===== src/rtl/can_id_pkg.sv =====
// Shared types and constants for the CAN identifier acceptance filter bank.
package can_id_pkg;

  localparam int STD_ID_W       = 11;
  localparam int EXT_ID_W       = 18;
  localparam int FULL_ID_W      = 29;
  localparam int STD_FIELD_BITS = 13;
  localparam int EXT_FIELD_BITS = 32;

  typedef enum logic [2:0] {
    IDLE,
    COLLECT,
    SHIFT,
    CHECK,
    DONE
  } state_t;

  typedef struct packed {
    logic                 valid;
    logic                 ide;
    logic [FULL_ID_W-1:0] id;
    logic [FULL_ID_W-1:0] mask;
  } filt_t;

endpackage


===== src/rtl/can_id_filter_bank_if.sv =====
// Bit-stream, filter-configuration and decision signals of can_id_filter_bank.
interface can_id_filter_bank_if
  import can_id_pkg::*;
#(
  parameter int NUM_FILTERS = 4
);
  localparam int IDX_W = (NUM_FILTERS > 1) ? $clog2(NUM_FILTERS) : 1;

  // No valid/ready handshake: dIn is qualified by samplePulse, a filter
  // write by cfgWe, and the decision outputs by idCheckComplete.
  logic                 enable;
  logic                 abort;
  logic                 dIn;
  logic                 samplePulse;
  logic                 cfgWe;
  logic [IDX_W-1:0]     cfgIdx;
  logic                 cfgValid;
  logic                 cfgIde;
  logic [FULL_ID_W-1:0] cfgId;
  logic [FULL_ID_W-1:0] cfgMask;
  logic                 idCheckComplete;
  logic                 idMatch;
  logic [IDX_W-1:0]     matchIdx;
  logic [FULL_ID_W-1:0] rxId;
  logic                 rxIde;
  logic                 rxRtr;
  state_t               dbg_state;

  modport master (
    output enable, abort, dIn, samplePulse,
    output cfgWe, cfgIdx, cfgValid, cfgIde, cfgId, cfgMask,
    input  idCheckComplete, idMatch, matchIdx, rxId, rxIde, rxRtr, dbg_state
  );

  modport slave (
    input  enable, abort, dIn, samplePulse,
    input  cfgWe, cfgIdx, cfgValid, cfgIde, cfgId, cfgMask,
    output idCheckComplete, idMatch, matchIdx, rxId, rxIde, rxRtr, dbg_state
  );

endinterface


===== src/rtl/can_id_match_cell.sv =====
// One acceptance filter compare: valid entry, same frame type, masked ID equal.
module can_id_match_cell
  import can_id_pkg::*;
(
  input  filt_t                entry,
  input  logic [FULL_ID_W-1:0] rx_id,
  input  logic                 rx_ide,
  output logic                 hit
);

  assign hit = entry.valid && (entry.ide == rx_ide) &&
               (((rx_id ^ entry.id) & entry.mask) == '0);

endmodule


===== src/rtl/can_id_filter_bank.sv =====
// Collects the CAN arbitration field bit by bit and checks it against a filter bank.
// Extended (29-bit) identifiers are handled only when CAN_ID_FILTER_EXT_EN is defined.
module can_id_filter_bank
  import can_id_pkg::*;
#(
  parameter int NUM_FILTERS    = 4,
  parameter int PULSES_PER_BIT = 3
)(
  input logic                 clk,
  input logic                 reset,
  can_id_filter_bank_if.slave bus
);

  localparam int IDX_W  = (NUM_FILTERS > 1) ? $clog2(NUM_FILTERS) : 1;
  localparam int PCNT_W = $clog2(PULSES_PER_BIT + 1);
  localparam logic [PCNT_W-1:0] PCNT_LAST = PCNT_W'(PULSES_PER_BIT - 1);
`ifdef CAN_ID_FILTER_EXT_EN
  localparam int FIELD_W = EXT_FIELD_BITS;
`else
  localparam int FIELD_W = STD_FIELD_BITS;
`endif

  state_t               state, state_n;
  logic [PCNT_W-1:0]    pulse_cnt;
  logic [5:0]           bit_cnt;
  logic [FIELD_W-1:0]   field;
  logic                 bit_hold;
  filt_t                filt [NUM_FILTERS];
  logic [NUM_FILTERS-1:0] hit;
  logic                 last_pulse;
  logic                 frame_done;
  logic                 any_hit;
  logic                 cand_ide;
  logic                 cand_rtr;
  logic [FULL_ID_W-1:0] cand_id;
  logic [IDX_W-1:0]     cand_idx;

  assign last_pulse    = (pulse_cnt >= PCNT_LAST);
  assign bus.dbg_state = state;

`ifdef CAN_ID_FILTER_EXT_EN
  assign frame_done = ((bit_cnt == 6'(STD_FIELD_BITS)) && !field[0]) ||
                      (bit_cnt == 6'(EXT_FIELD_BITS));
  assign any_hit    = |hit;
`else
  assign frame_done = (bit_cnt == 6'(STD_FIELD_BITS));
  assign any_hit    = (|hit) && !cand_ide;
`endif

  // The 13 most recent bits always sit in field[12:0], so the standard view
  // is valid at bit 13 regardless of how wide the field register is.
  always_comb begin
    cand_id  = {{(FULL_ID_W-STD_ID_W){1'b0}}, field[STD_FIELD_BITS-1:2]};
    cand_rtr = field[1];
    cand_ide = field[0];
`ifdef CAN_ID_FILTER_EXT_EN
    if (bit_cnt == 6'(EXT_FIELD_BITS)) begin
      cand_id  = {field[31:21], field[18:1]};
      cand_rtr = field[0];
      cand_ide = field[19];
    end
`endif
  end

  for (genvar k = 0; k < NUM_FILTERS; k++) begin : g_cell
    can_id_match_cell u_cell (
      .entry  (filt[k]),
      .rx_id  (cand_id),
      .rx_ide (cand_ide),
      .hit    (hit[k])
    );
  end

  always_comb begin
    cand_idx = '0;
    for (int k = NUM_FILTERS - 1; k >= 0; k--) begin
      if (hit[k]) cand_idx = IDX_W'(k);
    end
  end

  always_comb begin
    state_n = state;
    case (state)
      IDLE:    if (bus.enable && !bus.abort) state_n = COLLECT;
      COLLECT: if (bus.samplePulse && last_pulse) state_n = SHIFT;
      SHIFT:   state_n = CHECK;
      CHECK:   state_n = frame_done ? DONE : COLLECT;
      DONE:    state_n = DONE;
      default: state_n = IDLE;
    endcase
    if (state != IDLE && (bus.abort || !bus.enable)) state_n = IDLE;
  end

  always_ff @(posedge clk) begin
    if (reset) state <= IDLE;
    else       state <= state_n;
  end

  always_ff @(posedge clk) begin
    if (reset) begin
      for (int k = 0; k < NUM_FILTERS; k++) filt[k] <= '0;
    end else if (bus.cfgWe && (int'(bus.cfgIdx) < NUM_FILTERS)) begin
      filt[bus.cfgIdx] <= '{valid: bus.cfgValid, ide: bus.cfgIde,
                            id: bus.cfgId, mask: bus.cfgMask};
    end
  end

  always_ff @(posedge clk) begin
    if (reset) begin
      pulse_cnt           <= '0;
      bit_cnt             <= '0;
      field               <= '0;
      bit_hold            <= 1'b0;
      bus.idCheckComplete <= 1'b0;
      bus.idMatch         <= 1'b0;
      bus.matchIdx        <= '0;
      bus.rxId            <= '0;
      bus.rxIde           <= 1'b0;
      bus.rxRtr           <= 1'b0;
    end else begin
      case (state)
        IDLE: begin
          pulse_cnt <= '0;
          bit_cnt   <= '0;
          field     <= '0;
        end
        COLLECT: begin
          if (bus.samplePulse) begin
            if (last_pulse) begin
              pulse_cnt <= '0;
              bit_hold  <= bus.dIn;
            end else begin
              pulse_cnt <= pulse_cnt + 1'b1;
            end
          end
        end
        SHIFT: begin
          field   <= {field[FIELD_W-2:0], bit_hold};
          bit_cnt <= bit_cnt + 6'd1;
        end
        default: ;
      endcase

      if (state == CHECK && state_n == DONE) begin
        bus.idCheckComplete <= 1'b1;
        bus.idMatch         <= any_hit;
        bus.matchIdx        <= any_hit ? cand_idx : '0;
        bus.rxId            <= cand_id;
        bus.rxIde           <= cand_ide;
        bus.rxRtr           <= cand_rtr;
      end else if (state_n == IDLE) begin
        bus.idCheckComplete <= 1'b0;
        bus.idMatch         <= 1'b0;
        bus.matchIdx        <= '0;
        bus.rxId            <= '0;
        bus.rxIde           <= 1'b0;
        bus.rxRtr           <= 1'b0;
      end
    end
  end

endmodule


===== src/flat_wrapper.sv =====
// flat-port wrapper written by rule: the top's interface ports become plain ports
module can_id_filter_bank_flat import can_id_pkg::*;
#(
  parameter int NUM_FILTERS    = 4,
  parameter int PULSES_PER_BIT = 3
)
  (clk, reset, bus_enable, bus_abort, bus_dIn, bus_samplePulse, bus_cfgWe, bus_cfgIdx, bus_cfgValid, bus_cfgIde, bus_cfgId, bus_cfgMask, bus_idCheckComplete, bus_idMatch, bus_matchIdx, bus_rxId, bus_rxIde, bus_rxRtr, bus_dbg_state);
  can_id_filter_bank_if #(.NUM_FILTERS(NUM_FILTERS)) bus_i ();
  input logic clk;
  input logic reset;
  input wire logic [$bits(bus_i.enable)-1:0] bus_enable;
  input wire logic [$bits(bus_i.abort)-1:0] bus_abort;
  input wire logic [$bits(bus_i.dIn)-1:0] bus_dIn;
  input wire logic [$bits(bus_i.samplePulse)-1:0] bus_samplePulse;
  input wire logic [$bits(bus_i.cfgWe)-1:0] bus_cfgWe;
  input wire logic [$bits(bus_i.cfgIdx)-1:0] bus_cfgIdx;
  input wire logic [$bits(bus_i.cfgValid)-1:0] bus_cfgValid;
  input wire logic [$bits(bus_i.cfgIde)-1:0] bus_cfgIde;
  input wire logic [$bits(bus_i.cfgId)-1:0] bus_cfgId;
  input wire logic [$bits(bus_i.cfgMask)-1:0] bus_cfgMask;
  output wire logic [$bits(bus_i.idCheckComplete)-1:0] bus_idCheckComplete;
  output wire logic [$bits(bus_i.idMatch)-1:0] bus_idMatch;
  output wire logic [$bits(bus_i.matchIdx)-1:0] bus_matchIdx;
  output wire logic [$bits(bus_i.rxId)-1:0] bus_rxId;
  output wire logic [$bits(bus_i.rxIde)-1:0] bus_rxIde;
  output wire logic [$bits(bus_i.rxRtr)-1:0] bus_rxRtr;
  output wire logic [$bits(bus_i.dbg_state)-1:0] bus_dbg_state;
  assign bus_i.enable = bus_enable;
  assign bus_i.abort = bus_abort;
  assign bus_i.dIn = bus_dIn;
  assign bus_i.samplePulse = bus_samplePulse;
  assign bus_i.cfgWe = bus_cfgWe;
  assign bus_i.cfgIdx = bus_cfgIdx;
  assign bus_i.cfgValid = bus_cfgValid;
  assign bus_i.cfgIde = bus_cfgIde;
  assign bus_i.cfgId = bus_cfgId;
  assign bus_i.cfgMask = bus_cfgMask;
  assign bus_idCheckComplete = bus_i.idCheckComplete;
  assign bus_idMatch = bus_i.idMatch;
  assign bus_matchIdx = bus_i.matchIdx;
  assign bus_rxId = bus_i.rxId;
  assign bus_rxIde = bus_i.rxIde;
  assign bus_rxRtr = bus_i.rxRtr;
  assign bus_dbg_state = bus_i.dbg_state;
  can_id_filter_bank #(.NUM_FILTERS(NUM_FILTERS), .PULSES_PER_BIT(PULSES_PER_BIT)) u_core (.clk(clk), .reset(reset), .bus(bus_i));
endmodule

===== config.mk =====
export PLATFORM = sky130hd
export DESIGN_NAME = can_id_filter_bank_flat
export DESIGN_NICKNAME = d
export VERILOG_FILES = /design/src/rtl/can_id_pkg.sv /design/src/rtl/can_id_filter_bank_if.sv /design/src/rtl/can_id_match_cell.sv /design/src/rtl/can_id_filter_bank.sv /design/src/flat_wrapper.sv
export SDC_FILE = /design/constraint.sdc
export NUM_CORES = 1
export LEC_CHECK = 0
export BUFFER_PORTS_ARGS = -buffer_cell sky130_fd_sc_hd__buf_2
export CELL_PAD_IN_SITES_DETAIL_PLACEMENT = 1
export CELL_PAD_IN_SITES_GLOBAL_PLACEMENT = 1
export CORE_ASPECT_RATIO = 0.7
export CORE_MARGIN = 2
export CORE_UTILIZATION = 51
export CTS_BUF_LIST = sky130_fd_sc_hd__clkbuf_8
export DETAILED_ROUTE_END_ITERATION = 12
export HOLD_SLACK_MARGIN = 0.02
export PLACE_DENSITY = 0.9
export SLEW_MARGIN = 20
export SYNTH_ARGS = -nofsm -noshare
export SYNTH_HDL_FRONTEND = slang
export SYNTH_SLANG_ARGS = --single-unit

===== constraint.sdc =====
create_clock -name clk -period 4.17 [get_ports clk]
set_clock_uncertainty 0.2 [all_clocks]
set_input_delay 0 -clock clk [delete_from_list [all_inputs] [get_ports clk]]
set_output_delay 0 -clock clk [all_outputs]
set_load 0.05 [all_outputs]

==> out/summary.txt, run 1 <==
run status: finished, final reports clean
clock sink count: 282
Max-Cap Viols: 0
gr usage total: 0.314
synthesized flop and latch total: 282
Finished Layout Cells: 1,378
die width: 185 µm
Netlist cell types: 45
Place WS: 1.44 ns
Crit Path Max Fanout: 14
worst-case clock buffer depth: 3
Core ar.: 22,600 µm²
CP startpoint kind: register
Synth area leaders: edfxtp_1, and2_1, dfxtp_1, xor2_1, a22oi_1
H-tree levels: 2
Top FF cell, synth: edfxtp_1
drt first pass iters: 5
Netlist Area Pre-Place: 11,700 µm²
Chip Height: 131 µm
placed cell areas: 12,400 µm²
Final WS setup: 1.05 ns
number of setup buffers added after CTS: 0
number of DRC markers in iteration 0: 891
Starting Density: 0.519
Max VDD drop: 240 µV
largest net degree at the start of global routing: 62
GP Congestion: 0.817
placed cells: 1,229
Commonest cells post-synth: and2_1, edfxtp_1, a22oi_1
Fillers: 2,215
Num CTS Buffers: 45
die area: 24,300 µm²
CTS Root Cell: clkbuf_8
maximum clock frequency: 321 MHz
Mean Syn Cell Area: 13.5 µm²
fraction of synthesis flops using an asynchronous set or reset pin: 0
fin area: 13,900 µm²
area delta synth->final: 18.5%
Final setup viols: 0
Crit Path Category: register to register
total power draw: 6.01 mW
Tmin final: 3.12 ns
RSZ-0062 raised after global routing: no
Tcrit/Tclk final: 0.748
fin util: 0.615
R2R setup slack: 1.05 ns
leading area contributor after synthesis: edfxtp_1
Reg clk slew, reported paths: 0.08 ns
min-delay worst type: input pin to register
final net count: 1,106
final setup TNS: 0 ns
post-synth top area share: 0.614
FP Rows: 46
I/O Buffers: 88
WL/cell: 27.2 µm
worst slew pin tran: 1.12 ns
DRC viols: 0
max_slew headroom: 0.249
Required @ worst endpoint: 4.42 ns
final-report hold violation count: 0
first-pass GRT wire length: 55,300 µm
met1 GRT Util: 0.412
number of warnings issued by yosys: 0
WHS: 0.0947 ns
Final Slew Violations: 0
post-DP HPWL: 20,300 µm
insertion delay to the later sink of the worst-skew pair: 0.57 ns
CP Capture Type: register
TritonCTS clock tree: built
DRT antenna net count: 0
vias in the first global route: 8,475
met3 usage: 0.0621
IO Pins: 107
Post-synth EDFFs: 240
layout cells sized above 1: 0.155
PwrDens: 432 nW/µm²
Global Route met2 Usage: 0.522
CP Data Arrival Time: 3.37 ns
Total Wirelength: 37,500 µm
initial antenna violation count: 2
Lkg Pwr: 5.45 nW
vias post-DR: 8,140
Post-Synthesis Cells: 870
Avg Vias per Cell: 5.91
gr ovfl total: 0
busiest grt layer: met2
register area share after synthesis: 0.685
repair_timing:
action | 4_1_cts | 5_1_grt
endpoints found under the hold margin | 290 | 21
hold buffers | 69 | 1
gates resized for setup | 0 | 0
cell usage in the layout, fill, tap and decap left out, drive strengths merged, types with 18 or more instances in the layout:
| cell type | synthesis | final |
|---|---|---|
| a21oi | 21 | 21 |
| a22oi | 47 | 47 |
| and2 | 240 | 240 |
| buf | 28 | 100 |
| clkbuf | 41 | 48 |
| conb | 1 | 18 |
| dfxtp | 42 | 42 |
| dlygate4sd3 | 0 | 70 |
| edfxtp | 240 | 240 |
| inv | 2 | 24 |
| nor2 | 42 | 42 |
| xor2 | 45 | 45 |
cells by family after synthesis:
family / after synthesis / synth area share
adders and majority gates: 2 / 0.00213
other: 1 / 0.000319
muxes: 3 / 0.00277
buffers and inverters: 71 / 0.0300
AOI/OAI and AO/OA: 100 / 0.0616
and+or+nand+nor: 363 / 0.182
DFF: 282 / 0.685
xor gates and xnor gates: 48 / 0.0358
routing by layer:
layer,share of wire,wire [µm]
met4,0.037,1390
met5,0.00040,15
met2,0.48,18100
met3,0.073,2750
met1,0.41,15300
state kept, by name, indices dropped and copies added (netlist names):
register                    count
u_core.bus.rxIde                1
u_core.filt                   240
u_core.bus.idMatch              1
u_core.bus.rxRtr                1
u_core.bus.matchIdx             2
u_core.bit_hold                 1
u_core.bit_cnt                  6
u_core.pulse_cnt                2
u_core.bus.rxId                11
u_core.bus.idCheckComplete      1
u_core.bus.dbg_state            3
u_core.field                   13
power breakdown:
part	total, mW	switching, mW	internal [mW]
Clock	2.23	1.17	1.06
Combinational	0.446	0.291	0.155
Sequential	3.34	0.0868	3.25
critical path, cell delays in order, from the launching register on:
cell and delay [ns]:
dfxtp_1 0.44, ha_1 0.20, nand4_1 0.12, nor3_2 0.23, nand3b_1 0.22, nor3b_2 0.94, a22oi_1 0.29, nor2_1 0.38
area by class of cell:
cell class / count / area (µm²) / share of cell area
Tap cell: 312 / 390 / 0.0280
Clock buffer: 48 / 661 / 0.0475
Multi-Input combinational cell: 534 / 3440 / 0.247
Clock inverter: 29 / 116 / 0.00836
Inverter: 2 / 7.51 / 0.000539
Timing Repair Buffer: 170 / 1250 / 0.0899
Antenna cell: 1 / 2.50 / 0.000180
Sequential cell: 282 / 8050 / 0.578
path summary, 6_finish.rpt:
kind                                endpoint                        from  cells past startpoint
setup / recovery          u_core.bus.rxId[2]           u_core.bit_cnt[0]                      7
hold / removal             u_core.filt[2][4]               bus_cfgIdx[1]                      3
setup reg to reg          u_core.bus.rxId[2]           u_core.bit_cnt[0]                      7
hold reg to reg   u_core.bus.idCheckComplete  u_core.bus.idCheckComplete                      2
Power figures use the tool's default switching activity.
==> run 2, diff against run 1 <==
clock period = 3 ns   (was 4.17 ns; I/O delays follow)
==> run 2 against run 1 <==
  * Sequential share of layout area decreased by 0.16 points
  * Core utilization increased by 0.17 points
  * Global-route usage grew 0.21 points
  * Power rose by 39%
  * Design area increased by 0.28%
  * Worst hold slack got worse by 0.043 ns
  * Final cell count is 0.22% higher
  * Critical path depth stayed put
  * Clock power up 39%
  * Via count shrank 0.52%
  * Die area unchanged
  * Fmax rose by 10%
  * Critical endpoint is now u_core.bit_hold
==> out/summary.txt, run 2 (same netlist as run 1, synthesis figures left out) <==
PwrDens: 599 nW/µm² (+39%)
Core ar.: 22,600 µm² (unchanged)
Crit Path Category: register to register
first-pass GRT wire length: 55,200 µm (-0.25%)
DRC viols: 0 (unchanged)
worst-case clock buffer depth: 3 (unchanged)
Lkg Pwr: 5.46 nW (about the same)
maximum clock frequency: 353 MHz (+10%)
fin util: 0.617 (+0.00172)
vias in the first global route: 8,564 (+1.1%)
Max-Cap Viols: 0 (unchanged)
layout cells sized above 1: 0.159 (+0.00410)
most frequent cells in the layout: and2_1, edfxtp_1, buf_2, dlygate4sd3_1, clkbuf_8
CP startpoint kind: register
total power draw: 8.36 mW (+39%)
# diodes: 0 (-1)
TritonCTS clock tree: built
largest net degree at the start of global routing: 61 (-1.6%)
Chip Height: 131 µm (unchanged)
gr ovfl total: 0 (unchanged)
worst slew pin tran: 1.08 ns (-0.0460 ns)
Starting Density: 0.519 (unchanged)
final setup TNS: 0 ns (unchanged)
Final Slew Violations: 0 (unchanged)
FP Rows: 46 (unchanged)
Max VDD drop: 282 µV (+18%)
die width: 185 µm (unchanged)
CP Data Arrival Time: 3.10 ns (-0.27 ns)
CTS Root Cell: clkbuf_8
Reg clk slew, reported paths: 0.08 ns (about the same)
largest registers: u_core.filt: 240 flops, u_core.field: 13 flops, u_core.bus.rxId: 11 flops
Crit Path Max Fanout: 13 (-1)
run status: finished, final reports clean
insertion delay to the later sink of the worst-skew pair: 0.58 ns (about the same)
register with the most flip-flops: u_core.filt
drt first pass iters: 5 (unchanged)
I/O Buffers: 88 (unchanged)
Tcrit/Tclk final: 0.945 (+0.197)
CP Capture Type: register
IO Pins: 107 (unchanged)
Tmin final: 2.83 ns (-0.284 ns)
WL/cell: 26.7 µm (-1.7%)
initial antenna violation count: 0 (-2)
vias post-DR: 8,098 (-0.52%)
max_slew headroom: 0.281 (+0.0320)
Required @ worst endpoint: 3.26 ns (-1.16 ns)
min-delay worst type: input pin to register
DRT antenna net count: 0 (unchanged)
RSZ-0062 raised after global routing: no
Num CTS Buffers: 44 (-2.2%)
die area: 24,300 µm² (unchanged)
clock sink count: 282 (unchanged)
final net count: 1,107 (+0.090%)
GP Congestion: 0.767 (-6.1%)
Avg Vias per Cell: 5.86 (-0.73%)
post-DP HPWL: 20,700 µm (+1.8%)
max reg flops: 240 (unchanged)
final-report hold violation count: 0 (unchanged)
Fillers: 2,214 (-0.045%)
number of DRC markers in iteration 0: 982 (+10%)
area delta synth->final: 18.8%
Final setup viols: 0 (unchanged)
H-tree levels: 2 (unchanged)
gr usage total: 0.316 (+0.00213)
Total Wirelength: 36,900 µm (-1.5%)
run 2: changes by cell type in the layout (fill, tap and decap cells not counted), sizes merged:
cell,change
inv,-4
clkinv,+4
buf,+1
clkinvlp,+2
diode,-1
dlygate4sd3,+1
run 2: where the power goes:
part	switching, mW	total (mW)	leakage (nW)	internal, mW
clock	1.62	3.09	0.468	1.47
sequential	0.122	4.64	2.68	4.52
combinational	0.404	0.622	2.31	0.218
run 2: repair_timing:
| item | CTS | global route |
|---|---|---|
| gates resized for setup | 0 | 1 |
| hold buffers | 71 | 0 |
| setup buffers | 0 | 0 |
| endpoints found under the setup margin | 0 | 1 |
| endpoints found under the hold margin | 306 | 0 |
run 2: layout make-up:
type                            instances  area [µm²]  share of cell area
Clock buffer                           48         661              0.0473
Clock inverter                         31         133             0.00950
Inverter                                2        7.51            0.000538
Multi-Input combinational cell        534        3450               0.247
Sequential cell                       282        8050               0.577
Tap cell                              312         390              0.0280
Timing Repair Buffer                  172        1270              0.0913
run 2: final timing paths:
path / to / startpoint / cells past startpoint / slack (ns)
min: u_core.filt[3][8] / bus_cfgIdx[1] / 2 / 0.05
min reg2reg: u_core.field[0] / u_core.bit_hold / 2 / 0.32
max: u_core.bit_hold / u_core.bus.dbg_state[1] / 7 / 0.17
max reg2reg: u_core.bit_hold / u_core.bus.dbg_state[1] / 7 / 0.17
run 2: metrics by stage:
stage	hold slack, ns	area [µm²]	instances	setup slack (ns)
2_1_floorplan	-0.0561	11800	887	0.741
3_3_place_gp	0.0307	12500	1231	0.809
3_5_place_dp	0.0600	12500	1231	0.568
4_1_cts	0.0323	14000	1381	0.264
5_1_grt	0.0639	14000	1381	0.0661
6_report	0.0516	14000	1381	0.166
run 2: metal layers:
metal	up-vias	GRT usage	share of wire
met5	-	0	0
met4	0	0.153	0.045
met3	124	0.0718	0.080
met2	462	0.514	0.48
met1	4101	0.408	0.40
li1	3411	-	-
run 2: worst max-delay path: stages, from the launching register on:
cell and delay [ns]:
dfxtp_1 0.60, buf_4 0.29, nor2b_2 0.10, nand4b_1 0.12
mux2i_1 0.22, dlygate4sd3_1 0.57, nor2_1 0.05, dlygate4sd3_1 0.59
==> run 3, diff against run 2 <==
PLACE_DENSITY = default   (was 0.9)
PLACE_DENSITY_LB_ADDON = 0.1   (was default)
==> run 3 against run 2 <==
  * Final cell count is the same
  * Combinational power shrank 5.8%
  * Highest routed layer unchanged
  * Critical path depth grew 2
  * Sequential cell count is the same
  * Critical endpoint is now u_core.bus.rxId[9]
  * Via count shrank 10%
  * Largest cell class unchanged
  * Core utilization grew 0.055 points
  * Sequential share of layout area shrank 0.052 points
  * Power shrank 2.7%
  * Wire length shrank 23%
  * Worst hold slack gained 0.070 ns
  * Register-to-register slack gained 0.18 ns
==> out/summary.txt, run 3 (same netlist as run 1, synthesis figures left out) <==
TritonCTS clock tree: built
Starting Density: 0.519 (unchanged)
CP peak stage delay: 0.70 ns (+0.10 ns)
# diodes: 0 (unchanged)
Fillers: 2,268 (+2.4%)
Crit Path Max Fanout: 9 (-4)
R2R setup slack: 0.34 ns (+0.18 ns)
number of DRC markers in iteration 0: 487 (-50%)
reg2reg start: u_core.bit_cnt[0]
max_slew headroom: 0.453 (+0.172)
critical path, cell by cell: ha_1 -> nand4_1 -> nor3_2 -> nand3b_1 -> nor3b_2 -> dlygate4sd3_1 -> buf_4 -> a22oi_1 -> nor2_1
min-delay worst type: input pin to register
largest registers: u_core.filt: 240 flops, u_core.field: 13 flops, u_core.bus.rxId: 11 flops
register with the most flip-flops: u_core.filt
CP startpoint kind: register
post-DP HPWL: 18,600 µm (-10%)
die area: 24,300 µm² (unchanged)
Tcrit/Tclk final: 0.886 (-0.0590)
drt first pass iters: 5 (unchanged)
FP Rows: 46 (unchanged)
CP delay by family, top: buffers and inverters
critical path depth in cells: 9 (+2)
first-pass GRT wire length: 43,300 µm (-21%)
Required @ worst endpoint: 3.26 ns (about the same)
Core ar.: 22,600 µm² (unchanged)
H-tree levels: 2 (unchanged)
Chip Height: 131 µm (unchanged)
area delta synth->final: 18.9% (about the same)
insertion delay to the later sink of the worst-skew pair: 0.53 ns (-0.05 ns)
CP Capture Type: register
initial antenna violation count: 0 (unchanged)
vias in the first global route: 7,572 (-12%)
layout cells sized above 1: 0.156 (-0.00281)
DRT antenna net count: 0 (unchanged)
Final Slew Violations: 0 (unchanged)
Final setup viols: 0 (unchanged)
Critical Path Sink: u_core.bus.rxId[9]
Top Metal Used: met4
wl on met1: 13,300 µm (-8.9%)
WL/cell: 20.6 µm (-23%)
GP Congestion: 0.784 (+2.2%)
DR WL met2: 13,400 µm (-24%)
final-report hold violation count: 0 (unchanged)
Finished Layout Cells: 1,381 (unchanged)
Num CTS Buffers: 43 (-2.3%)
I/O Buffers: 88 (unchanged)
Crit Path Category: register to register
placed cells: 1,232 (+0.081%)
worst r2r path cells: 9 (+2)
DR WL met3: 1390 µm (-53%)
Critical-path top delay cell: dlygate4sd3_1
worst setup path startpoint: u_core.bit_cnt[0]
die width: 185 µm (unchanged)
final net count: 1,106 (-0.090%)
IO Pins: 107 (unchanged)
cts hold-fix bufs: 70 (-1.4%)
gr ovfl total: 0 (unchanged)
Tmin final: 2.66 ns (-0.177 ns)
number of setup buffers added after CTS: 0 (unchanged)
gr usage total: 0.241 (-0.0755)
Lkg Pwr: 5.49 nW (+0.55%)
RSZ-0062 raised after global routing: no
Total Wirelength: 28,500 µm (-23%)
worst-case clock buffer depth: 3 (unchanged)
max reg flops: 240 (unchanged)
worst slew pin tran: 0.820 ns (-0.255 ns)
reg2reg end: u_core.bus.rxId[9]
cts repair resizes: 0 (unchanged)
CP Data Arrival Time: 2.92 ns (-0.18 ns)
most frequent cells in the layout: and2_1, edfxtp_1, buf_2, dlygate4sd3_1, clkbuf_8
run status: finished, final reports clean
Critical path buffers and inverters: 2 (-1)
Reg clk slew, reported paths: 0.06 ns (-0.02 ns)
largest net degree at the start of global routing: 61 (unchanged)
Avg Vias per Cell: 5.25 (-10%)
Max-Cap Viols: 0 (unchanged)
PwrDens: 582 nW/µm² (-2.8%)
vias post-DR: 7,253 (-10%)
final setup TNS: 0 ns (unchanged)
clock sink count: 282 (unchanged)
Max VDD drop: 322 µV (+14%)
CTS Root Cell: clkbuf_8
DRC viols: 0 (unchanged)
maximum clock frequency: 376 MHz (+6.7%)
[run 3: layout make-up]
| type | count | area (µm²) | share of cell area |
|---|---|---|---|
| tap | 312 | 390 | 0.0279 |
| sequential | 282 | 8050 | 0.576 |
| clock buffer | 50 | 688 | 0.0493 |
| clock inverter | 29 | 110 | 0.00788 |
| inverter | 2 | 7.51 | 0.000537 |
| multi-input combinational | 534 | 3440 | 0.246 |
| timing repair buffer | 172 | 1280 | 0.0919 |
[run 3: power breakdown]
part	total, mW	internal, mW	switching, mW	leakage (nW)
Sequential	4.61	4.52	0.0886	2.68
Combinational	0.586	0.219	0.367	2.32
Clock	2.94	1.51	1.43	0.486
[run 3: worst reg2reg max path: stages (launching register included)]
cell	delay, ns
dfxtp_1	0.41
ha_1	0.18
nand4_1	0.11
nor3_2	0.22
nand3b_1	0.17
nor3b_2	0.17
dlygate4sd3_1	0.70
buf_4	0.23
a22oi_1	0.09
nor2_1	0.10
[run 3: layer usage]
| metal | track usage | vias up |
|---|---|---|
| li1 | - | 3409 |
| met1 | 0.345 | 3641 |
| met3 | 0.0413 | 34 |
| met2 | 0.392 | 169 |
| met5 | 0 | - |
| met4 | 0.0504 | 0 |
[run 3: worst min-delay path by stage]
| stage | cells after the start | end | from |
|---|---|---|---|
| 3_3_place_gp | 3 | u_core.bit_hold | bus_dIn |
| 6_report | 3 | u_core.filt[2][4] | bus_cfgIdx[0] |
| 3_5_place_dp | 3 | u_core.bit_hold | bus_dIn |
| 4_1_cts | 3 | u_core.filt[3][6] | bus_cfgMask[6] |
| 2_1_floorplan | 2 | u_core.bit_hold | bus_dIn |
| 5_1_grt | 3 | u_core.filt[1][44] | bus_cfgId[15] |
[run 3: metrics by stage]
stage                     setup WS, ns  power, mW  hold slack, ns  utilization  area (µm²)
after floorplan                  0.741       4.96         -0.0561            -       11800
after global placement           0.707       5.16          0.0349        0.551       12500
after detailed placement         0.637       5.21          0.0559        0.551       12500
after CTS                        0.366       8.20           0.105        0.618       14000
after global routing             0.105       8.42           0.138        0.618       14000
final                            0.343       8.13           0.121        0.618       14000
